--- src/rtl/write_back_stage.sv ---
// Write-back stage: selects ALU/PC+4/imm/zero or formats a load word, and
// retires one instruction per cycle, stalling in WAIT_MEM for late load data.
module write_back_stage #(
  parameter int XLEN    = 32,
  parameter int REG_AW  = 5,
  parameter int TIMEOUT = 15
) (
  input  logic              i_clk,
  input  logic              i_rst_n,
  input  logic              i_ma_valid,
  output logic              o_ma_ready,
  input  logic              i_ma_mem_to_reg,
  input  logic [1:0]        i_ma_rw_sel,
  input  logic [2:0]        i_ma_funct3,
  input  logic [XLEN-1:0]   i_ma_result,
  input  logic [XLEN-1:0]   i_ma_pc_plus_4,
  input  logic [XLEN-1:0]   i_ma_imm,
  input  logic [REG_AW-1:0] i_ma_rd,
  input  logic              i_ma_reg_write,
  input  logic              i_mem_rvalid,
  input  logic [XLEN-1:0]   i_mem_rdata,
  output logic              o_wb_valid,
  output logic              o_wb_we,
  output logic [REG_AW-1:0] o_wb_rd,
  output logic [XLEN-1:0]   o_wb_data,
  output logic              o_wb_err
);

  localparam int OFFW = $clog2(XLEN / 8);

  typedef enum logic {IDLE, WAIT_MEM} state_t;

  state_t            state, state_nxt;
  logic [7:0]        tmo_cnt, cnt_nxt, cnt_inc;
  logic [2:0]        cap_funct3;
  logic [OFFW-1:0]   cap_off;
  logic [REG_AW-1:0] cap_rd;
  logic              cap_reg_write;

  logic              cap_load;
  logic              ret, ret_err, ret_rw;
  logic [REG_AW-1:0] ret_rd;
  logic [XLEN-1:0]   ret_data, src_data;
  logic [OFFW-1:0]   in_off;

  function automatic logic load_bad(input logic [2:0] f3, input logic [OFFW-1:0] off);
    logic bad;
    case (f3)
      3'b000, 3'b100: bad = 1'b0;
      3'b001, 3'b101: bad = off[0];
      3'b010:         bad = |off[1:0];
      3'b110:         bad = (XLEN != 64) || (|off[1:0]);
      3'b011:         bad = (XLEN != 64) || (|off);
      default:        bad = 1'b1;
    endcase
    return bad;
  endfunction

  function automatic logic [XLEN-1:0] load_fmt(input logic [2:0] f3,
                                               input logic [OFFW-1:0] off,
                                               input logic [XLEN-1:0] rdata);
    logic [XLEN-1:0] sh;
    logic [XLEN-1:0] res;
    sh = rdata >> {off, 3'b000};
    case (f3)
      3'b000:  res = XLEN'($signed(sh[7:0]));
      3'b100:  res = XLEN'(sh[7:0]);
      3'b001:  res = XLEN'($signed(sh[15:0]));
      3'b101:  res = XLEN'(sh[15:0]);
      3'b010:  res = XLEN'($signed(sh[31:0]));
      3'b110:  res = XLEN'(sh[31:0]);
      default: res = sh;
    endcase
    return res;
  endfunction

  assign o_ma_ready = (state == IDLE);
  assign in_off     = i_ma_result[OFFW-1:0];
  assign cnt_inc    = tmo_cnt + 8'd1;

  always_comb begin
    case (i_ma_rw_sel)
      2'b00:   src_data = i_ma_result;
      2'b01:   src_data = i_ma_pc_plus_4;
      2'b10:   src_data = i_ma_imm;
      default: src_data = '0;
    endcase
  end

  always_comb begin
    state_nxt = state;
    cnt_nxt   = tmo_cnt;
    cap_load  = 1'b0;
    ret       = 1'b0;
    ret_err   = 1'b0;
    ret_rd    = cap_rd;
    ret_rw    = cap_reg_write;
    ret_data  = o_wb_data;
    case (state)
      IDLE: begin
        if (i_ma_valid) begin
          cap_load = 1'b1;
          ret_rd   = i_ma_rd;
          ret_rw   = i_ma_reg_write;
          if (!i_ma_mem_to_reg) begin
            ret      = 1'b1;
            ret_data = src_data;
          end else if (load_bad(i_ma_funct3, in_off)) begin
            ret     = 1'b1;
            ret_err = 1'b1;
          end else if (i_mem_rvalid) begin
            ret      = 1'b1;
            ret_data = load_fmt(i_ma_funct3, in_off, i_mem_rdata);
          end else begin
            state_nxt = WAIT_MEM;
            cnt_nxt   = '0;
          end
        end
      end
      WAIT_MEM: begin
        // Data arriving on the timeout cycle takes priority over the error.
        if (i_mem_rvalid) begin
          ret       = 1'b1;
          ret_data  = load_fmt(cap_funct3, cap_off, i_mem_rdata);
          state_nxt = IDLE;
        end else if (cnt_inc == 8'(TIMEOUT)) begin
          ret       = 1'b1;
          ret_err   = 1'b1;
          state_nxt = IDLE;
          cnt_nxt   = '0;
        end else begin
          cnt_nxt = cnt_inc;
        end
      end
      default: state_nxt = IDLE;
    endcase
  end

  always_ff @(posedge i_clk or negedge i_rst_n) begin
    if (!i_rst_n) begin
      state         <= IDLE;
      tmo_cnt       <= '0;
      cap_funct3    <= '0;
      cap_off       <= '0;
      cap_rd        <= '0;
      cap_reg_write <= 1'b0;
      o_wb_valid    <= 1'b0;
      o_wb_we       <= 1'b0;
      o_wb_err      <= 1'b0;
      o_wb_rd       <= '0;
      o_wb_data     <= '0;
    end else begin
      state      <= state_nxt;
      tmo_cnt    <= cnt_nxt;
      o_wb_valid <= ret;
      o_wb_err   <= ret_err;
      o_wb_we    <= ret & ret_rw & (ret_rd != '0) & ~ret_err;
      if (cap_load) begin
        cap_funct3    <= i_ma_funct3;
        cap_off       <= in_off;
        cap_rd        <= i_ma_rd;
        cap_reg_write <= i_ma_reg_write;
      end
      if (ret) begin
        o_wb_rd   <= ret_rd;
        o_wb_data <= ret_data;
      end
    end
  end

endmodule

--- config.mk ---
export PLATFORM = sky130hd
export DESIGN_NAME = write_back_stage
export DESIGN_NICKNAME = d
export VERILOG_FILES = /design/src/rtl/write_back_stage.sv
export SDC_FILE = /design/constraint.sdc
export NUM_CORES = 1
export LEC_CHECK = 0
export BUFFER_PORTS_ARGS = -buffer_cell sky130_fd_sc_hd__buf_2
export CAP_MARGIN = 20
export CORE_ASPECT_RATIO = 2
export CORE_MARGIN = 2
export CORE_UTILIZATION = 27
export DETAILED_ROUTE_END_ITERATION = 12
export HOLD_SLACK_MARGIN = 0.06
export PLACE_DENSITY = 0.49
export SLEW_MARGIN = 10
export SYNTH_ARGS = -nofsm -noshare
export SYNTH_HDL_FRONTEND = slang
export SYNTH_SLANG_ARGS = --single-unit
--- constraint.sdc ---
create_clock -name i_clk -period 4 [get_ports i_clk]
set_input_delay 0.8 -clock i_clk [delete_from_list [all_inputs] [get_ports i_clk]]
set_output_delay 0.8 -clock i_clk [all_outputs]
set_load 0.02 [all_outputs]
==> summary.md, run 1 <==
| Metric | Value |
|---|---|
| Pint | 0.00153 W |
| All-layer global routing usage | 0.196 |
| Share of layout cells above drive strength 1 | 0.328 |
| DR iter-0 viols | 297 |
| Mean cell area of the mapped netlist | 8.61 um2 |
| Setup-failing EPs final | 0 |
| Clk pin slew, worst setup/hold paths | 0.06 ns |
| Hold WS | 0.349 ns |
| Die Ht | 201 um |
| Startpoint Class | flop |
| Fill cell count | 2,061 |
| Primary FF master, synth | dfrtp_1 |
| Max clock buf depth | 2 |
| Chip Width | 102 um |
| DR vias | 5,323 |
| Total congestion overflow | 0 |
| Leak | 2.87 nW |
| Largest net degree at the start of global routing | 43 |
| Final Hold Vio Count | 0 |
| Rows | 72 |
| Post-CTS setup buffer count | 0 |
| Setup Total Neg Slack | 0 ns |
| Detail Placement HPWL | 15,500 um |
| Number of H-tree levels | 3 |
| # hold bufs at CTS | 0 |
| Slew headroom | 0.521 |
| Worst reg2reg path depth | 6 |
| Vias per cell | 5.17 |
| Cells after synthesis | 608 |
| Area grow syn2layout | 24.5% |
| Die area | 20,600 um2 |
| Crit end category | output port |
| Clock root cell | clkbuf_16 |
| Tcrit/Tclk final | 0.604 |
| P_sw | 0.000954 W |
| Final min period | 2.42 ns |
| Worst Tran Pin Value | 0.711 ns |
| Clk sinks | 60 |
| Outcome | finished clean |
| Clock power frac | 0.294 |
| Synth Net Count | 754 |
| #FFs+latches synth | 60 |
| Crit path required time | 3.20 ns |
| Max cap viols | 0 |
| Router iterations before antenna repair | 5 |
| Final routed DRC violation total | 0 |
| Unrepaired setup endpoints after global routing | no |
| Comb pwr share | 0.374 |
| Clock Skews | 0.00697 ns |
| YS warnings | 0 |
| Max VDD drop | 0.000155 V |
| Sequential area share after synthesis | 0.287 |
| Initial core utilization | 0.273 |
| Nets | 910 |
| Worst EP arrival | 1.62 ns |
| Number of antenna violations at the first check in global routing | 1 |
| CTS resizes | 0 |
| Multi-input logic area | 3330 um2 |
| Switching power share of the total | 0.383 |
| CTS tree | done |
| First-pass GRT wire length | 30,600 um |
| Min-Delay Path Class | in -> async |
| Port buffer count | 184 |
| Wire per inst | 19.4 um |
| Final core utilization | 0.340 |
| Syn Std Cell Area | 5240 um2 |
| Library cells used by synthesis | 59 |
| Post-synth ARST share | 1.00 |
| Post-Route WL | 19,900 um |
| Fmax | 414 MHz |
| Power Dens Cells | 382 nW/um2 |
| Later-pin clock latency in the skew report | 0.34 ns |
| Seq pwr share | 0.332 |
| Critical path class | reg -> out |
| Core area | 19,200 um2 |
| Num ports | 185 |
| Top fanout value on the critical path | 19 |
| Flip-flop and latch area | 1500 um2 |
| Routability cong. | 0.827 |
| Max Slew Vio Count | 0 |
| Antenna viol nets, final | 0 |
| EDFF count, synth | 0 |
| Vias in the first global route | 5,431 |
| Total CTS buffers | 9 |
## stage by stage
stage	total power, W	instance area, um2	cells	worst slack (ns)
floorplan	0.00144	5240	608	1.72
global placement	0.00177	6230	1011	1.33
detailed placement	0.00178	6230	1011	1.30
CTS	0.00251	6500	1027	1.58
global route	0.00264	6520	1029	1.43
finish	0.00249	6520	1029	1.58
## logic make-up after synthesis
| kind of cell | count (synthesis) | synth area share |
|---|---|---|
| AO/OA/AOI/OAI | 193 | 0.252 |
| XOR/XNOR | 1 | 0.00167 |
| adder cells (fa/ha/maj) | 2 | 0.00478 |
| buffers and inverters | 62 | 0.0772 |
| flip-flops | 60 | 0.287 |
| multiplexers | 89 | 0.185 |
| AND/OR/NAND/NOR | 201 | 0.193 |
## power by group through the flow
stage	Sequential (W)	Combinational [W]	Clock [W]
2_1_floorplan	0.000920	0.000520	0
3_3_place_gp	0.000836	0.000933	0
3_5_place_dp	0.000837	0.000938	0
4_1_cts	0.000828	0.000939	0.000747
5_1_grt	0.000844	0.00102	0.000774
6_report	0.000826	0.000931	0.000731
## cell usage after synthesis, types with 3 or more instances
library cell   n  share of area
nand3_1        4         0.0038
clkbuf_1      20          0.014
dfrtp_1       60           0.29
a31oi_1       17          0.020
or2_2          4         0.0048
nand2_1       58          0.042
inv_1          3         0.0021
mux2_2        12          0.026
nand3b_1      11          0.016
buf_1          4         0.0029
a32oi_1       10          0.017
nor2b_1       20          0.024
o22ai_1       19          0.023
nor3_1        20          0.019
mux2_4         5          0.014
a311oi_1       8          0.013
o21ai_0       51          0.049
buf_6          7          0.015
a221oi_1       5         0.0084
a2111oi_0      6          0.010
a21oi_1       26          0.025
clkbuf_8       8          0.021
a211oi_1      23          0.033
mux2i_1       69           0.13
o2bb2ai_1      8          0.013
nand2b_1      15          0.018
mux4_2         3          0.013
buf_2         15          0.014
nor2_1        52          0.037
and3_1         3         0.0036
## final cells by class
cell class                      instances  area share
Antenna cell                            1    0.000384
Timing Repair Buffer                  203       0.165
Clock buffer                           12      0.0378
Inverter                                4     0.00230
Multi-Input combinational cell        486       0.511
Clock inverter                          4     0.00384
Tap cell                              259      0.0497
Sequential cell                        60       0.230
## flip-flops by register name, indices dropped and copies added, names as in the netlist
name,flops
o_wb_data,32
tmo_cnt,8
cap_rd,5
o_wb_rd,5
cap_funct3,3
cap_off,2
cap_reg_write,1
o_wb_err,1
o_wb_valid,1
o_wb_we,1
state,1
## worst max-delay path, cell delays in order, from the launching register on
cell      delay [ns]
dfrtp_1         0.47
buf_4           0.32
clkinv_1        0.09
buf_4           0.20
buf_2           0.18
## routing by layer
layer  track usage  part of all wire  up-vias
li1              -                 -     2588
met1         0.217              0.38     2510
met2         0.353              0.54      191
met3        0.0286             0.046       34
met4        0.0914             0.036        0
met5             0                 0        -
## placed cells by master, fill, tap and decap left out, types with 10 or more instances in the layout
cell type  instances
a211oi_1          23
a21oi_1           26
a31oi_1           17
a32oi_1           10
buf_2            184
buf_4             18
dfrtp_1           60
mux2_2            12
mux2i_1           69
nand2_1           58
nand2b_1          15
nand3b_1          11
nor2_1            52
nor2b_1           20
nor3_1            20
o21ai_0           51
o22ai_1           19
## final timing paths
path / from / endpoint / slack [ns]
max in group asynchronous: i_rst_n / cap_rd[0] / 2.82
worst min-delay path: i_rst_n / o_wb_data[9] / 0.35
worst max-delay path: state / o_ma_ready / 1.58
worst min register to register: cap_reg_write / cap_reg_write / 0.49
min in group i_clk: cap_reg_write / cap_reg_write / 0.49
worst max register to register: tmo_cnt[1] / o_wb_rd[2] / 1.75
No activity file was read; power rests on OpenSTA's default activity.
==> run 2: changes to the inputs <==
--- a/config.mk
+++ b/config.mk
@@ -12,7 +12,7 @@
 export CORE_UTILIZATION = 27
 export DETAILED_ROUTE_END_ITERATION = 12
 export HOLD_SLACK_MARGIN = 0.06
-export PLACE_DENSITY = 0.49
+export PLACE_DENSITY = 0.5
 export SLEW_MARGIN = 10
 export SYNTH_ARGS = -nofsm -noshare
 export SYNTH_HDL_FRONTEND = slang
==> constraint.sdc (replaced) <==
create_clock -name i_clk -period 2 [get_ports i_clk]
set_input_delay 0.4 -clock i_clk [delete_from_list [all_inputs] [get_ports i_clk]]
set_output_delay 0.4 -clock i_clk [all_outputs]
set_load 0.02 [all_outputs]
==> summary.md, run 2 (synthesis results as in run 1) <==
| Metric | Value |
|---|---|
| Startpoint Class | flop |
| Slowest CP cell | dfrtp_1 |
| Most common cell after layout, fill and taps aside | buf_2 |
| Largest net degree at the start of global routing | 39 |
| Min-Delay Path Class | in -> async |
| Post-Route WL | 20,100 um |
| Routability cong. | 0.858 |
| Port buffer count | 184 |
| Initial core utilization | 0.273 |
| Router iterations before antenna repair | 4 |
| Dpl cell area | 6680 um2 |
| Clock root cell | clkbuf_16 |
| Crit end category | flop |
| Detail Placement HPWL | 16,100 um |
| Max clock buf depth | 2 |
| Max Slew Vio Count | 0 |
| Final routed DRC violation total | 0 |
| DR iter-0 viols | 203 |
| Later-pin clock latency in the skew report | 0.34 ns |
| R2R setup slack | 0.08 ns |
| Crit. Startpoint | tmo_cnt[0] |
| Max cap viols | 0 |
| Most frequent cells in the layout | 184 x buf_2, 68 x mux2i_1, 60 x dfrtp_1, 58 x buf_4, 57 x nand2_1 |
| Chip Width | 102 um |
| Critical Path Max Stage Delay | 0.38 ns |
| Worst EP arrival | 2.15 ns |
| Share of layout cells above drive strength 1 | 0.381 |
| Critical path class | reg -> reg |
| Vias per cell | 5.10 |
| Final instance area | 7050 um2 |
| CP cell instances | and4_1, mux2i_2, a311oi_2, a221oi_4, buf_12, mux2_4 |
| Reg2reg end | o_wb_rd[3] |
| Clock Skews | 0.00952 ns |
| Antenna viol nets, final | 0 |
| Total congestion overflow | 0 |
| Fmax | 520 MHz |
| Final core utilization | 0.367 |
| Clk pin slew, worst setup/hold paths | 0.06 ns |
| Setup Total Neg Slack | 0 ns |
| Tcrit/Tclk final | 0.961 |
| Final min period | 1.92 ns |
| Leak | 3.15 nW |
| Total CTS buffers | 9 |
| Area grow syn2layout | 34.6% |
| Crit path required time | 2.23 ns |
| All-layer global routing usage | 0.198 |
| Power Dens Cells | 750 nW/um2 |
| Fill cell count | 2,066 |
| Clk sinks | 60 |
| Top fanout value on the critical path | 6 |
| Largest register FFs | 32 |
| Number of H-tree levels | 3 |
| Max VDD drop | 0.000361 V |
| Crit path to | o_wb_rd[3] |
| Die area | 20,600 um2 |
| Slew headroom | 0.574 |
| Tot Pwr | 0.00529 W |
| Number of antenna violations at the first check in global routing | 0 |
| Multi-input logic area | 3370 um2 |
| Top reg by flops | o_wb_data |
| Largest regs | o_wb_data: 32 flops, tmo_cnt: 8 flops |
| R2R Path Start | tmo_cnt[0] |
| Placed Instances | 1,057 |
| Flip-flop and latch area | 1500 um2 |
| Wire per inst | 18.7 um |
| DR vias | 5,489 |
| Die Ht | 201 um |
| Non-filler cells in the finished layout | 1,076 |
| Core area | 19,200 um2 |
| Rows | 72 |
| Setup-failing EPs final | 0 |
| Worst reg2reg path depth | 6 |
| Outcome | finished clean |
| Nets | 958 |
| First-pass GRT wire length | 30,800 um |
| Worst Tran Pin Value | 0.639 ns |
| CTS tree | done |
| N_diodes | 0 |
| Num ports | 185 |
| Final Hold Vio Count | 0 |
| Vias in the first global route | 5,647 |
| # hold bufs at CTS | 0 |
-- run 2: how the worst min path moves through the flow --
| stage | slack, ns | endpoint | from |
|---|---|---|---|
| CTS | 0.07 | o_wb_data[13] | i_rst_n |
| floorplan | 0.10 | cap_funct3[0] | i_rst_n |
| global placement | 0.43 | o_wb_data[2] | i_rst_n |
| global route | 0.09 | o_wb_data[2] | i_rst_n |
| detailed placement | 0.43 | o_wb_data[2] | i_rst_n |
| finish | 0.07 | o_wb_data[2] | i_rst_n |
-- run 2: area by class of cell --
cell class | instances | area share
Timing Repair Buffer | 251 | 0.218
Tap cell | 259 | 0.0460
Clock buffer | 9 | 0.0320
Multi-Input combinational cell | 486 | 0.478
Inverter | 4 | 0.00266
Sequential cell | 60 | 0.213
Clock inverter | 7 | 0.0107
-- run 2: power by group --
group,internal (W),switching (W)
clock,0.000967,0.000622
combinational,0.000885,0.00118
sequential,0.00146,0.000174
total,0.00331,0.00198
-- run 2: routing by layer --
layer  GRT usage  wire length (um)  vias to the layer above
li1            -                 -                     2692
met1       0.216              7400                     2567
met2       0.357             10900                      190
met3      0.0306               912                       40
met4      0.0986               864                        0
met5           0                 0                        -
-- run 2: what timing repair did --
item	in CTS	in global routing
resized for setup	0	12
setup endpoints to repair	5	19
gates cloned	0	0
pin swaps	0	2
buffers inserted	1	2
endpoints found under the hold margin	0	0
-- run 2: metrics by stage --
step	worst slack, ns	hold slack [ns]
after CTS	0.00475	0.0707
after detailed placement	-0.129	0.434
after floorplan	0.0245	0.104
after global placement	-0.108	0.435
after global routing	-0.00112	0.0933
final	0.0776	0.0651
-- run 2: critical path, delay by kind of cell, from the launching register on --
family | cells | cell delay (ns)
mux | 2 | 0.56
simple gates | 1 | 0.29
buf+inv | 1 | 0.16
compound gates | 2 | 0.41
flops | 1 | 0.38
